### src/rtl/uk101_kbd_pkg.sv
`default_nettype none
// +----------------------------------------------------------------------+
// | Package  : uk101_kbd_pkg                                             |
// | Purpose  : Shared types and scancode table for the UK101 PS/2 to     |
// |            keyboard-matrix stage: decoder state enum, key position   |
// |            struct, PS/2 set-2 prefix constants, scancode map.        |
// | Revision : 1.0  initial release                                      |
// +----------------------------------------------------------------------+
package uk101_kbd_pkg;

  typedef enum logic [2:0] {
    ST_IDLE    = 3'd0,
    ST_EXT     = 3'd1,
    ST_BRK     = 3'd2,
    ST_EXT_BRK = 3'd3,
    ST_SKIP    = 3'd4
  } kbd_state_t;

  typedef struct packed {
    logic       hit;
    logic [2:0] row;
    logic [2:0] col;
  } key_pos_t;

  localparam logic [7:0] C_SC_E0   = 8'hE0;
  localparam logic [7:0] C_SC_F0   = 8'hF0;
  localparam logic [7:0] C_SC_E1   = 8'hE1;
  localparam logic [7:0] C_SC_CAPS = 8'h58;
  // E1 introduces the 8-byte Pause sequence; the remaining 7 bytes are eaten.
  localparam logic [2:0] C_SKIP_LEN = 3'd7;

  // {ext, code} -> matrix position; rc is written in octal as row,col.
  // CapsLock is absent on purpose: it toggles the shift-lock bit instead.
  function automatic key_pos_t map_scancode(input logic ext, input logic [7:0] code);
    logic [5:0] rc;
    logic       hit;
    hit = 1'b1;
    rc  = 6'o00;
    case ({ext, code})
      9'h059: rc = 6'o01;  9'h012: rc = 6'o02;  9'h076: rc = 6'o05;  9'h014: rc = 6'o06;
      9'h114: rc = 6'o06;  9'h005: rc = 6'o07;
      9'h04D: rc = 6'o11;  9'h04C: rc = 6'o12;  9'h04A: rc = 6'o13;  9'h029: rc = 6'o14;
      9'h01A: rc = 6'o15;  9'h01C: rc = 6'o16;  9'h015: rc = 6'o17;
      9'h041: rc = 6'o21;  9'h03A: rc = 6'o22;  9'h031: rc = 6'o23;  9'h032: rc = 6'o24;
      9'h02A: rc = 6'o25;  9'h021: rc = 6'o26;  9'h022: rc = 6'o27;
      9'h042: rc = 6'o31;  9'h03B: rc = 6'o32;  9'h033: rc = 6'o33;  9'h034: rc = 6'o34;
      9'h02B: rc = 6'o35;  9'h023: rc = 6'o36;  9'h01B: rc = 6'o37;
      9'h043: rc = 6'o41;  9'h03C: rc = 6'o42;  9'h035: rc = 6'o43;  9'h02C: rc = 6'o44;
      9'h02D: rc = 6'o45;  9'h024: rc = 6'o46;  9'h01D: rc = 6'o47;
      9'h05A: rc = 6'o51;  9'h15A: rc = 6'o51;  9'h05B: rc = 6'o52;  9'h054: rc = 6'o53;
      9'h044: rc = 6'o54;  9'h04B: rc = 6'o55;  9'h049: rc = 6'o56;
      9'h066: rc = 6'o61;  9'h04E: rc = 6'o62;  9'h052: rc = 6'o63;  9'h045: rc = 6'o64;
      9'h046: rc = 6'o65;  9'h03E: rc = 6'o66;
      9'h03D: rc = 6'o71;  9'h036: rc = 6'o72;  9'h02E: rc = 6'o73;  9'h025: rc = 6'o74;
      9'h026: rc = 6'o75;  9'h01E: rc = 6'o76;  9'h016: rc = 6'o77;
      default: hit = 1'b0;
    endcase
    return {hit, rc};
  endfunction

endpackage
`default_nettype wire

### src/rtl/uk101_ps2_keymatrix_ps2_rx.sv
`default_nettype none
// +----------------------------------------------------------------------+
// | Module   : ps2_rx                                                    |
// | Purpose  : PS/2 device-to-host byte receiver. Synchronises the pins, |
// |            shifts 11-bit frames on falling ps2Clk, drops frames with |
// |            a bad start/stop bit and abandons stalled frames.         |
// | Ports    : clk, n_reset (sync, active-low), ps2Clk, ps2Data (async), |
// |            byte_valid (1-cycle pulse), byte_data (held).             |
// | Macro    : UK101_PS2_PARITY_EN - also drop frames failing odd parity |
// | Revision : 1.0  initial release                                      |
// +----------------------------------------------------------------------+
module ps2_rx #(
  parameter int TIMEOUT_CYCLES = 50000
) (
  input  logic       clk,
  input  logic       n_reset,
  input  logic       ps2Clk,
  input  logic       ps2Data,
  output logic       byte_valid,
  output logic [7:0] byte_data
);

  localparam int               C_IDLE_W  = $clog2(TIMEOUT_CYCLES + 1);
  localparam logic [C_IDLE_W-1:0] C_TIMEOUT = C_IDLE_W'(TIMEOUT_CYCLES);

  logic                r_clk_s1, r_clk_s2, r_clk_s3;
  logic                r_dat_s1, r_dat_s2;
  logic [9:0]          r_shift;   // bits received so far, newest at the top
  logic [3:0]          r_bitcnt;
  logic [C_IDLE_W-1:0] r_idle;

  logic        w_fall;
  logic [10:0] w_frame;
  logic        w_parity_ok;
  logic        w_frame_ok;

  assign w_fall  = r_clk_s3 & ~r_clk_s2;
  // Full frame as it will look once the current data bit is shifted in:
  // [0]=start, [8:1]=data, [9]=parity, [10]=stop.
  assign w_frame = {r_dat_s2, r_shift};

`ifdef UK101_PS2_PARITY_EN
  assign w_parity_ok = ^w_frame[9:1];
`else
  logic w_unused_parity;
  assign w_unused_parity = w_frame[9];
  assign w_parity_ok     = 1'b1;
`endif

  assign w_frame_ok = ~w_frame[0] & w_frame[10] & w_parity_ok;

  always_ff @(posedge clk) begin
    if (!n_reset) begin
      // Synchronisers rest at the idle-high line level so reset never
      // fabricates a falling edge.
      r_clk_s1   <= 1'b1;
      r_clk_s2   <= 1'b1;
      r_clk_s3   <= 1'b1;
      r_dat_s1   <= 1'b1;
      r_dat_s2   <= 1'b1;
      r_shift    <= '0;
      r_bitcnt   <= '0;
      r_idle     <= '0;
      byte_valid <= 1'b0;
      byte_data  <= '0;
    end else begin
      r_clk_s1   <= ps2Clk;
      r_clk_s2   <= r_clk_s1;
      r_clk_s3   <= r_clk_s2;
      r_dat_s1   <= ps2Data;
      r_dat_s2   <= r_dat_s1;
      byte_valid <= 1'b0;
      // The edge branch comes first so a frame finishing on the timeout
      // clock still completes.
      if (w_fall) begin
        r_idle <= '0;
        if (r_bitcnt == 4'd10) begin
          r_bitcnt <= '0;
          if (w_frame_ok) begin
            byte_valid <= 1'b1;
            byte_data  <= w_frame[8:1];
          end
        end else begin
          r_shift  <= w_frame[10:1];
          r_bitcnt <= r_bitcnt + 4'd1;
        end
      end else if (r_idle == C_TIMEOUT) begin
        r_bitcnt <= '0;
      end else begin
        r_idle <= r_idle + 1'b1;
      end
    end
  end

endmodule
`default_nettype wire

### src/rtl/uk101_ps2_keymatrix.sv
`default_nettype none
// +----------------------------------------------------------------------+
// | Module   : uk101_ps2_keymatrix                                       |
// | Purpose  : PS/2 keyboard to UK101 8x8 active-low key matrix. Decodes |
// |            make/break/extended prefixes into a 64-bit pressed-key    |
// |            register and returns column data for the row strobe.      |
// | Ports    : clk, n_reset (sync, active-low), ps2Clk, ps2Data,         |
// |            row_n[7:0] in, col_n[7:0] out (registered),               |
// |            code_strobe (1-cycle per byte), code[7:0] (last byte).    |
// | Macro    : UK101_PS2_PARITY_EN - enables odd-parity frame check      |
// | Revision : 1.0  initial release                                      |
// +----------------------------------------------------------------------+
module uk101_ps2_keymatrix
  import uk101_kbd_pkg::*;
#(
  parameter int TIMEOUT_CYCLES = 50000
) (
  input  logic       clk,
  input  logic       n_reset,
  input  logic       ps2Clk,
  input  logic       ps2Data,
  input  logic [7:0] row_n,
  output logic [7:0] col_n,
  output logic       code_strobe,
  output logic [7:0] code
);

  logic       w_byte_valid;
  logic [7:0] w_byte_data;

  ps2_rx #(.TIMEOUT_CYCLES(TIMEOUT_CYCLES)) u_rx (
    .clk        (clk),
    .n_reset    (n_reset),
    .ps2Clk     (ps2Clk),
    .ps2Data    (ps2Data),
    .byte_valid (w_byte_valid),
    .byte_data  (w_byte_data)
  );

  kbd_state_t r_state;
  logic [2:0] r_skip;
  logic [63:0] r_keys;       // bit row*8+col, 1 = pressed; bit 0 is shift lock
  logic [7:0] r_col_n;
  logic       r_code_strobe;
  logic [7:0] r_code;

  logic       w_act;         // current byte is a key event (not a prefix)
  logic       w_ext;
  logic       w_brk;
  key_pos_t   w_pos;
  logic [7:0] w_col_n;

  always_comb begin
    w_act = 1'b0;
    w_ext = 1'b0;
    w_brk = 1'b0;
    case (r_state)
      ST_IDLE:    w_act = (w_byte_data != C_SC_E0) && (w_byte_data != C_SC_F0) &&
                          (w_byte_data != C_SC_E1);
      ST_EXT:     begin w_act = (w_byte_data != C_SC_F0); w_ext = 1'b1; end
      ST_BRK:     begin w_act = 1'b1; w_brk = 1'b1; end
      ST_EXT_BRK: begin w_act = 1'b1; w_ext = 1'b1; w_brk = 1'b1; end
      default:    w_act = 1'b0;
    endcase
  end

  assign w_pos = map_scancode(w_ext, w_byte_data);

  always_comb begin
    w_col_n = 8'hFF;
    for (int r = 0; r < 8; r++) begin
      for (int c = 0; c < 8; c++) begin
        if (!row_n[r] && r_keys[8*r + c]) w_col_n[c] = 1'b0;
      end
    end
  end

  always_ff @(posedge clk) begin
    if (!n_reset) begin
      r_state       <= ST_IDLE;
      r_skip        <= '0;
      r_keys        <= 64'h1;   // shift lock engaged for the upper-case monitor
      r_col_n       <= 8'hFF;
      r_code_strobe <= 1'b0;
      r_code        <= '0;
    end else begin
      r_col_n       <= w_col_n;
      r_code_strobe <= w_byte_valid;
      if (w_byte_valid) begin
        r_code <= w_byte_data;
        case (r_state)
          ST_IDLE: begin
            if (w_byte_data == C_SC_E0)      r_state <= ST_EXT;
            else if (w_byte_data == C_SC_F0) r_state <= ST_BRK;
            else if (w_byte_data == C_SC_E1) begin
              r_state <= ST_SKIP;
              r_skip  <= C_SKIP_LEN;
            end
          end
          ST_EXT:  r_state <= (w_byte_data == C_SC_F0) ? ST_EXT_BRK : ST_IDLE;
          ST_SKIP: begin
            r_skip <= r_skip - 3'd1;
            if (r_skip <= 3'd1) r_state <= ST_IDLE;
          end
          default: r_state <= ST_IDLE;
        endcase
        if (w_act) begin
          if (!w_ext && (w_byte_data == C_SC_CAPS)) begin
            if (!w_brk) r_keys[0] <= ~r_keys[0];
          end else if (w_pos.hit) begin
            r_keys[{w_pos.row, w_pos.col}] <= ~w_brk;
          end
        end
      end
    end
  end

  assign col_n       = r_col_n;
  assign code_strobe = r_code_strobe;
  assign code        = r_code;

endmodule
`default_nettype wire

### config.mk
export PLATFORM = sky130hd
export DESIGN_NAME = uk101_ps2_keymatrix
export DESIGN_NICKNAME = d
export VERILOG_FILES = /design/src/rtl/uk101_kbd_pkg.sv /design/src/rtl/uk101_ps2_keymatrix_ps2_rx.sv /design/src/rtl/uk101_ps2_keymatrix.sv
export SDC_FILE = /design/constraint.sdc
export NUM_CORES = 1
export LEC_CHECK = 0
export ABC_CLOCK_PERIOD_IN_PS = 2500
export BUFFER_PORTS_ARGS = -buffer_cell sky130_fd_sc_hd__buf_2
export CAP_MARGIN = 40
export CORE_MARGIN = 3
export CORE_UTILIZATION = 40
export CTS_BUF_LIST = sky130_fd_sc_hd__clkbuf_4
export DETAILED_ROUTE_END_ITERATION = 8
export HOLD_SLACK_MARGIN = 0.06
export SETUP_SLACK_MARGIN = 0.3
export SYNTH_ARGS = -nofsm -noshare
export SYNTH_HDL_FRONTEND = slang
export SYNTH_SLANG_ARGS = --single-unit
### constraint.sdc
create_clock -name clk -period 2.5 [get_ports clk]
set_clock_uncertainty 0.2 [all_clocks]
set_input_delay 0.5 -clock clk [delete_from_list [all_inputs] [get_ports clk]]
set_output_delay 0.5 -clock clk [all_outputs]
set_load 0.05 [all_outputs]
# Word-level counts from Yosys, hierarchy flattened
# Cells that the tools add are included.
# word_totals
regBits,131
output_inout_bits,17
wordCells,288
# op_classes
add_sub_neg,3
magnitude_cmp,3
eq_ne,73
n_mux,89
bitwise_logic,9
n_reduce_logical,94
# ops
op,count
$pmux W6 S52,1
$eq A9 B6 Y1 const B,23
$eq A9 B7 Y1 const B,19
$eq A9 B5 Y1 const B,9
$mux W1,72
$logic_and A1 B1 Y1,68
$bwmux W64,1
$reduce_or A54 Y1,1
$eq A8 B8 Y1 const B,3
$ne A8 B8 Y1 const B,3
$mux W3,7
$eq A9 B9 Y1 const B,2
$add A16 B1 Y16 const B,1
$eq A16 B16 Y1 const B,1
$mux W4,3
$ne A2 B2 Y1 const B,5
$reduce_or A2 Y1,5
$eq A9 B3 Y1 const B,1
$logic_not A1 Y1,9
$pmux W3 S3,1
$reduce_and A3 Y1,3
$eq A8 B7 Y1 const B,1
$reduce_and A4 Y1,2
$lt A6 B7 Y1 const B,1
other kinds (19),29

# Logic depth before layout (Yosys ltp)
# depth
ltp_word,13
ltp_mapped,12
ltp_nobuf,8

# By module
# From an unflattened synthesis, not the netlist that was laid out.
# hier_totals
cells_unflattened,824
hier_area_um2,6890.4
# by_module_without_submodules
mod,n_inst,cells_each,area_each_um2
uk101_ps2_keymatrix,1,627,5079.9
ps2_rx,1,197,1810.5

# Worst setup path before layout
# OpenSTA, ideal clock, no wires.
# synth_timing
path_kind,register -> register
from,register u_rx.byte_data[5]
to,register r_keys[53]
setup_time_ps,119
t_arrival_ps,2422
required_time_ps,2181
path_slack_ps,-241
path_stages_with_launch,11
path_buffers,2
period_less_slack_ps,2741
path_cell_list,dfxtp_1 -> buf_2 -> buf_2 -> nor4bb_1 -> and3_1 -> a221o_2 -> nor4_1 -> and2_1 -> nand3_1 -> or2_1 -> o221a_2
# synth_via
elab_chain_len,8
word_cells_on_any_way,75
classes_between,2 x order compare; 58 x eq/ne; 6 x mux; 1 x bitwise; 8 x reduce/logical
# synth_rtl
item,line_no,source
from (decl),uk101_ps2_keymatrix_ps2_rx.sv:20,output logic [7:0] byte_data
from (signal assigned),uk101_ps2_keymatrix_ps2_rx.sv:81,byte_data <= w_frame[8:1];
$eq A9 B9 Y1 (tied with other cells),uk101_kbd_pkg.sv:39,"case ({ext, code})"
$reduce_or A2 Y1 (no source line),-,
$pmux W6 S52,uk101_kbd_pkg.sv:39,
$lt A6 B7 Y1 (not written as such) / $ge A6 B1 Y1 (equally long branches),uk101_ps2_keymatrix.sv:111,"r_keys[{w_pos.row, w_pos.col}] <= ~w_brk;"
$logic_and A1 B1 Y1 (not written as such),uk101_ps2_keymatrix.sv:111,
$mux W1 (not written as such),uk101_ps2_keymatrix.sv:111,
$demux W1 S6,uk101_ps2_keymatrix.sv:111,
$bwmux W64,uk101_ps2_keymatrix.sv:111,
"to (signal, indexed assignment)",uk101_ps2_keymatrix.sv:111,
to (decl),uk101_ps2_keymatrix.sv:42,logic [63:0] r_keys;
# Parallel ways exist; a longest one is shown, timed or not.
# A chain may end at the register's enable or synchronous reset.

# Worst setup path after layout
# layout_timing
from,register u_rx.byte_data[0]
to,register r_keys[15]
# The elaborated chain is that of the path after synthesis.

==> impl_metrics.json <==
{
  "start_util": 0.414,
  "num-fill-cells": 1495,
  "core_area_mm2": 0.0168,
  "switchingPower_mw": 0.961,
  "nets": 1092,
  "crit_buf_inv": 5,
  "antenna_found_initial": 1,
  "cp_max_fo": 7,
  "placed_area_mm2": 0.00847,
  "max_stage_delay_ns": 0.41,
  "route.vias.total": 7129,
  "place_inst": 1218,
  "crit_required_ns": 2.74,
  "period_share": 1.15,
  "routabilityCongestion": 0.964,
  "worstReg2RegEnd": "r_keys[15]",
  "crit_start": "u_rx.byte_data[0]",
  "cts.sink_count": 131,
  "cts_root_buf": "clkbuf_4",
  "worst_pin_slew_ns": 0.652,
  "p_int_mw": 2.74,
  "ys_ff_latch": 131,
  "r2r-start": "u_rx.byte_data[0]",
  "grt_pass1_wl_um": 35300,
  "drt_iter0_markers": 614,
  "finalPower_mw": 3.70,
  "slowest_stage": "dfxtp_4",
  "grt_max_degree": 59,
  "ant_nets": 0,
  "path_cells": "buf_6, or2b_4, buf_4, buf_4, o32ai_2, nand4_1, o31a_1, nand4_1, buf_4, nand2_4, buf_8, o311a_1",
  "htreeDepth": 4,
  "max_freq_mhz": 348,
  "worst_slack_ns": -0.370,
  "seqPwrFrac": 0.566,
  "violations": "setup timing",
  "rr_worst_depth": 12,
  "io_pins": 29,
  "rsz0062_at_grt": "yes",
  "grt_pass1_vias": 6657,
  "drc": 0,
  "slew_violations": 0,
  "power_density_mw_per_mm2": 376,
  "synth_async_sr_flop_share": 0,
  "critPathTopFamily": "compound AO/OA/AOI/OAI gates",
  "fin_setup_tns_ns": -13.78,
  "period_minus_slack_ns": 2.87,
  "place_hpwl_um": 15100,
  "firstDrtPassIters": 5,
  "slew_headroom": 0.565,
  "num_rows": 47,
  "setup_viol": 52,
  "hold_viol": 0,
  "p_sw_frac": 0.260,
  "tritoncts": "done",
  "combPwrFrac": 0.034,
  "fin_util": 0.587,
  "worst_setup_path_start_kind": "flop",
  "dieArea_mm2": 0.0190,
  "ir_drop_mv": 0.379,
  "crit_path_end_kind": "flop",
  "ys.flop_type": "dfxtp_1",
  "yosysSeqAreaShare": 0.378,
  "syn_inst": 881,
  "clock_power_share": 0.400,
  "synth_fp_nets": 899,
  "final_area_mm2": 0.00984,
  "crit_path_end": "r_keys[15]",
  "vias_per_cell": 5.45,
  "register_area_mm2": 0.00266,
  "syn2layout_area_growth_pct": 41.9,
  "ys_types": 78,
  "leakagePower_nw": 3.93,
  "clk_pin_slew_ns": 0.14,
  "place_ws_ns": -0.526,
  "critPathKind": "reg -> reg",
  "drv_cap": 0,
  "wl_per_cell_um": 17.3,
  "crit_top_cell": "buf_4",
  "die_height_um": 138,
  "die_x_um": 138,
  "yosysWarnings": 0,
  "multi_input_area_mm2": 0.00449,
  "syn_area_per_cell_um2": 7.88,
  "routed_wl_um": 22700,
  "cts_buffer_depth": 2,
  "status": "complete, but fails checks",
  "final_layout_size_suffix_gt1_frac": 0.365,
  "layout.cells.non_filler": 1308,
  "hp-class": "in -> reg",
  "hold-worst-slack_ns": 0.192,
  "cts_buffers": 17,
  "port_buffers": 28,
  "clkLatencyLatePin_ns": 0.54,
  "cp.arrival_ns": 3.11,
  "syn-cell-area_mm2": 0.00694,
  "crit_cells": 12,
  "r2r_setup_slack_ns": -0.37,
  "grtUsageTotal": 0.238,
  "synth_edf_count": 0,
  "gr-total-overflow": 0
}
==> repair_timing <==
action	4_1_cts	5_1_grt
hold buffers	3	0
hold endpoints to repair	3	0
buffers inserted	35	18
pin swaps	32	37
endpoints found under the setup margin	52	62
gates cloned	1	0
gates resized for setup	102	60
==> worst reg2reg max path: cells and delay by family (launching register included) <==
family,cells,cell delay [ns]
and+or+nand+nor,4,0.74
buffers and inverters,5,0.67
DFF,1,0.41
AOI/OAI and AO/OA,3,0.77
==> flip-flops by register name, indices dropped and copies added, names as in the netlist <==
name	flops
r_skip	3
u_rx.r_bitcnt	4
u_rx.r_clk_s2	1
u_rx.r_dat_s1	1
u_rx.r_dat_s2	1
col_n	8
u_rx.byte_data	8
u_rx.r_shift	10
r_state	3
u_rx.r_clk_s1	1
code	8
r_keys	64
code_strobe	1
u_rx.r_clk_s3	1
u_rx.byte_valid	1
u_rx.r_idle	16
==> routing by layer <==
| metal | share of wire | up-vias | wire, um | track usage |
|---|---|---|---|---|
| met1 | 0.45 | 3363 | 10100 | 0.315 |
| met3 | 0.052 | 43 | 1180 | 0.0486 |
| li1 | - | 3484 | - | - |
| met2 | 0.48 | 239 | 10800 | 0.390 |
| met4 | 0.022 | 0 | 502 | 0.0730 |
| met5 | 0 | - | 0 | 0 |
==> final cells by class <==
| class | count | area share |
|---|---|---|
| Multi-Input combinational cell | 619 | 0.456 |
| Sequential cell | 131 | 0.270 |
| Timing Repair Buffer | 235 | 0.190 |
| Tap cell | 220 | 0.0280 |
| Inverter | 70 | 0.0267 |
| Clock inverter | 14 | 0.0155 |
| Clock buffer | 18 | 0.0137 |
| Antenna cell | 1 | 0.000254 |
==> cells in the mapped netlist (6+ instances only) <==
cell      count  area, um2
o21ai_0      19       95.1
nand2b_1     27        169
nand3b_1      6       45.0
clkbuf_1     30        113
o311a_1       7       70.1
ha_1          6       75.1
buf_1         6       22.5
buf_2        18       90.1
and2_1        7       43.8
xor2_1       13        114
nor2_1       91        342
o22ai_1      36        225
nor2b_1      14       87.6
and3_1        8       50.1
or3_1         6       37.5
o41ai_1       8       70.1
a31oi_1       9       56.3
nor3_1       23        115
inv_1        70        263
nand3_1      30        150
o211ai_1      6       45.0
a21oi_1      38        190
nand4_1      24        150
xnor2_1       6       52.6
nand2_1     101        379
o31ai_1       7       52.6
dfxtp_1     131       2620
mux2i_1      48        480
==> how the worst min path moves through the flow <==
stage / end / startpoint / slack [ns] / depth (start not counted)
finish: col_n[7] / row_n[3] / 0.19 / 3
global route: col_n[7] / row_n[3] / 0.19 / 3
CTS: col_n[7] / row_n[3] / 0.16 / 3
detailed placement: u_rx.r_clk_s2 / u_rx.r_clk_s1 / 0.20 / 1
global placement: u_rx.r_clk_s2 / u_rx.r_clk_s1 / 0.19 / 1
floorplan: u_rx.r_clk_s2 / u_rx.r_clk_s1 / 0.19 / 1
==> power groups by stage <==
stage	clock network (mW)	registers, mW	logic, mW
floorplan	0	2.15	0.0771
global placement	0	2.15	0.120
detailed placement	0	2.15	0.120
CTS	1.51	2.10	0.124
global route	1.59	2.10	0.136
finish	1.48	2.09	0.125
==> cell families after synthesis <==
kind of cell | share of synthesized area
buffers and inverters | 0.0779
multiplexers | 0.0709
XOR/XNOR | 0.0240
AO/OA/AOI/OAI | 0.166
AND/OR/NAND/NOR | 0.272
flip-flops | 0.378
adder cells (fa/ha/maj) | 0.0108
==> cells in the final DEF (no fill, tap or decap), types with 7 or more instances in the layout <==
master    count
o22ai_1      35
buf_2        28
nand2_1      84
buf_4       169
nand3_2      10
nand2_2       9
nand4_1      24
inv_1        69
dfxtp_4       9
a21oi_1      35
xor2_1       13
nor2_1       81
o41ai_1       8
buf_6        28
nor3_4        8
o21ai_1       7
o311a_1       7
mux2i_1      48
a31oi_1       8
nor2_4        7
nor2b_1       9
o21ai_0      12
nand2_4       8
nand3_1      18
nor3_1       12
dfxtp_1     121
nand2b_1     22
clkbuf_4     19
Note: power is estimated with default switching activity, not from simulation.
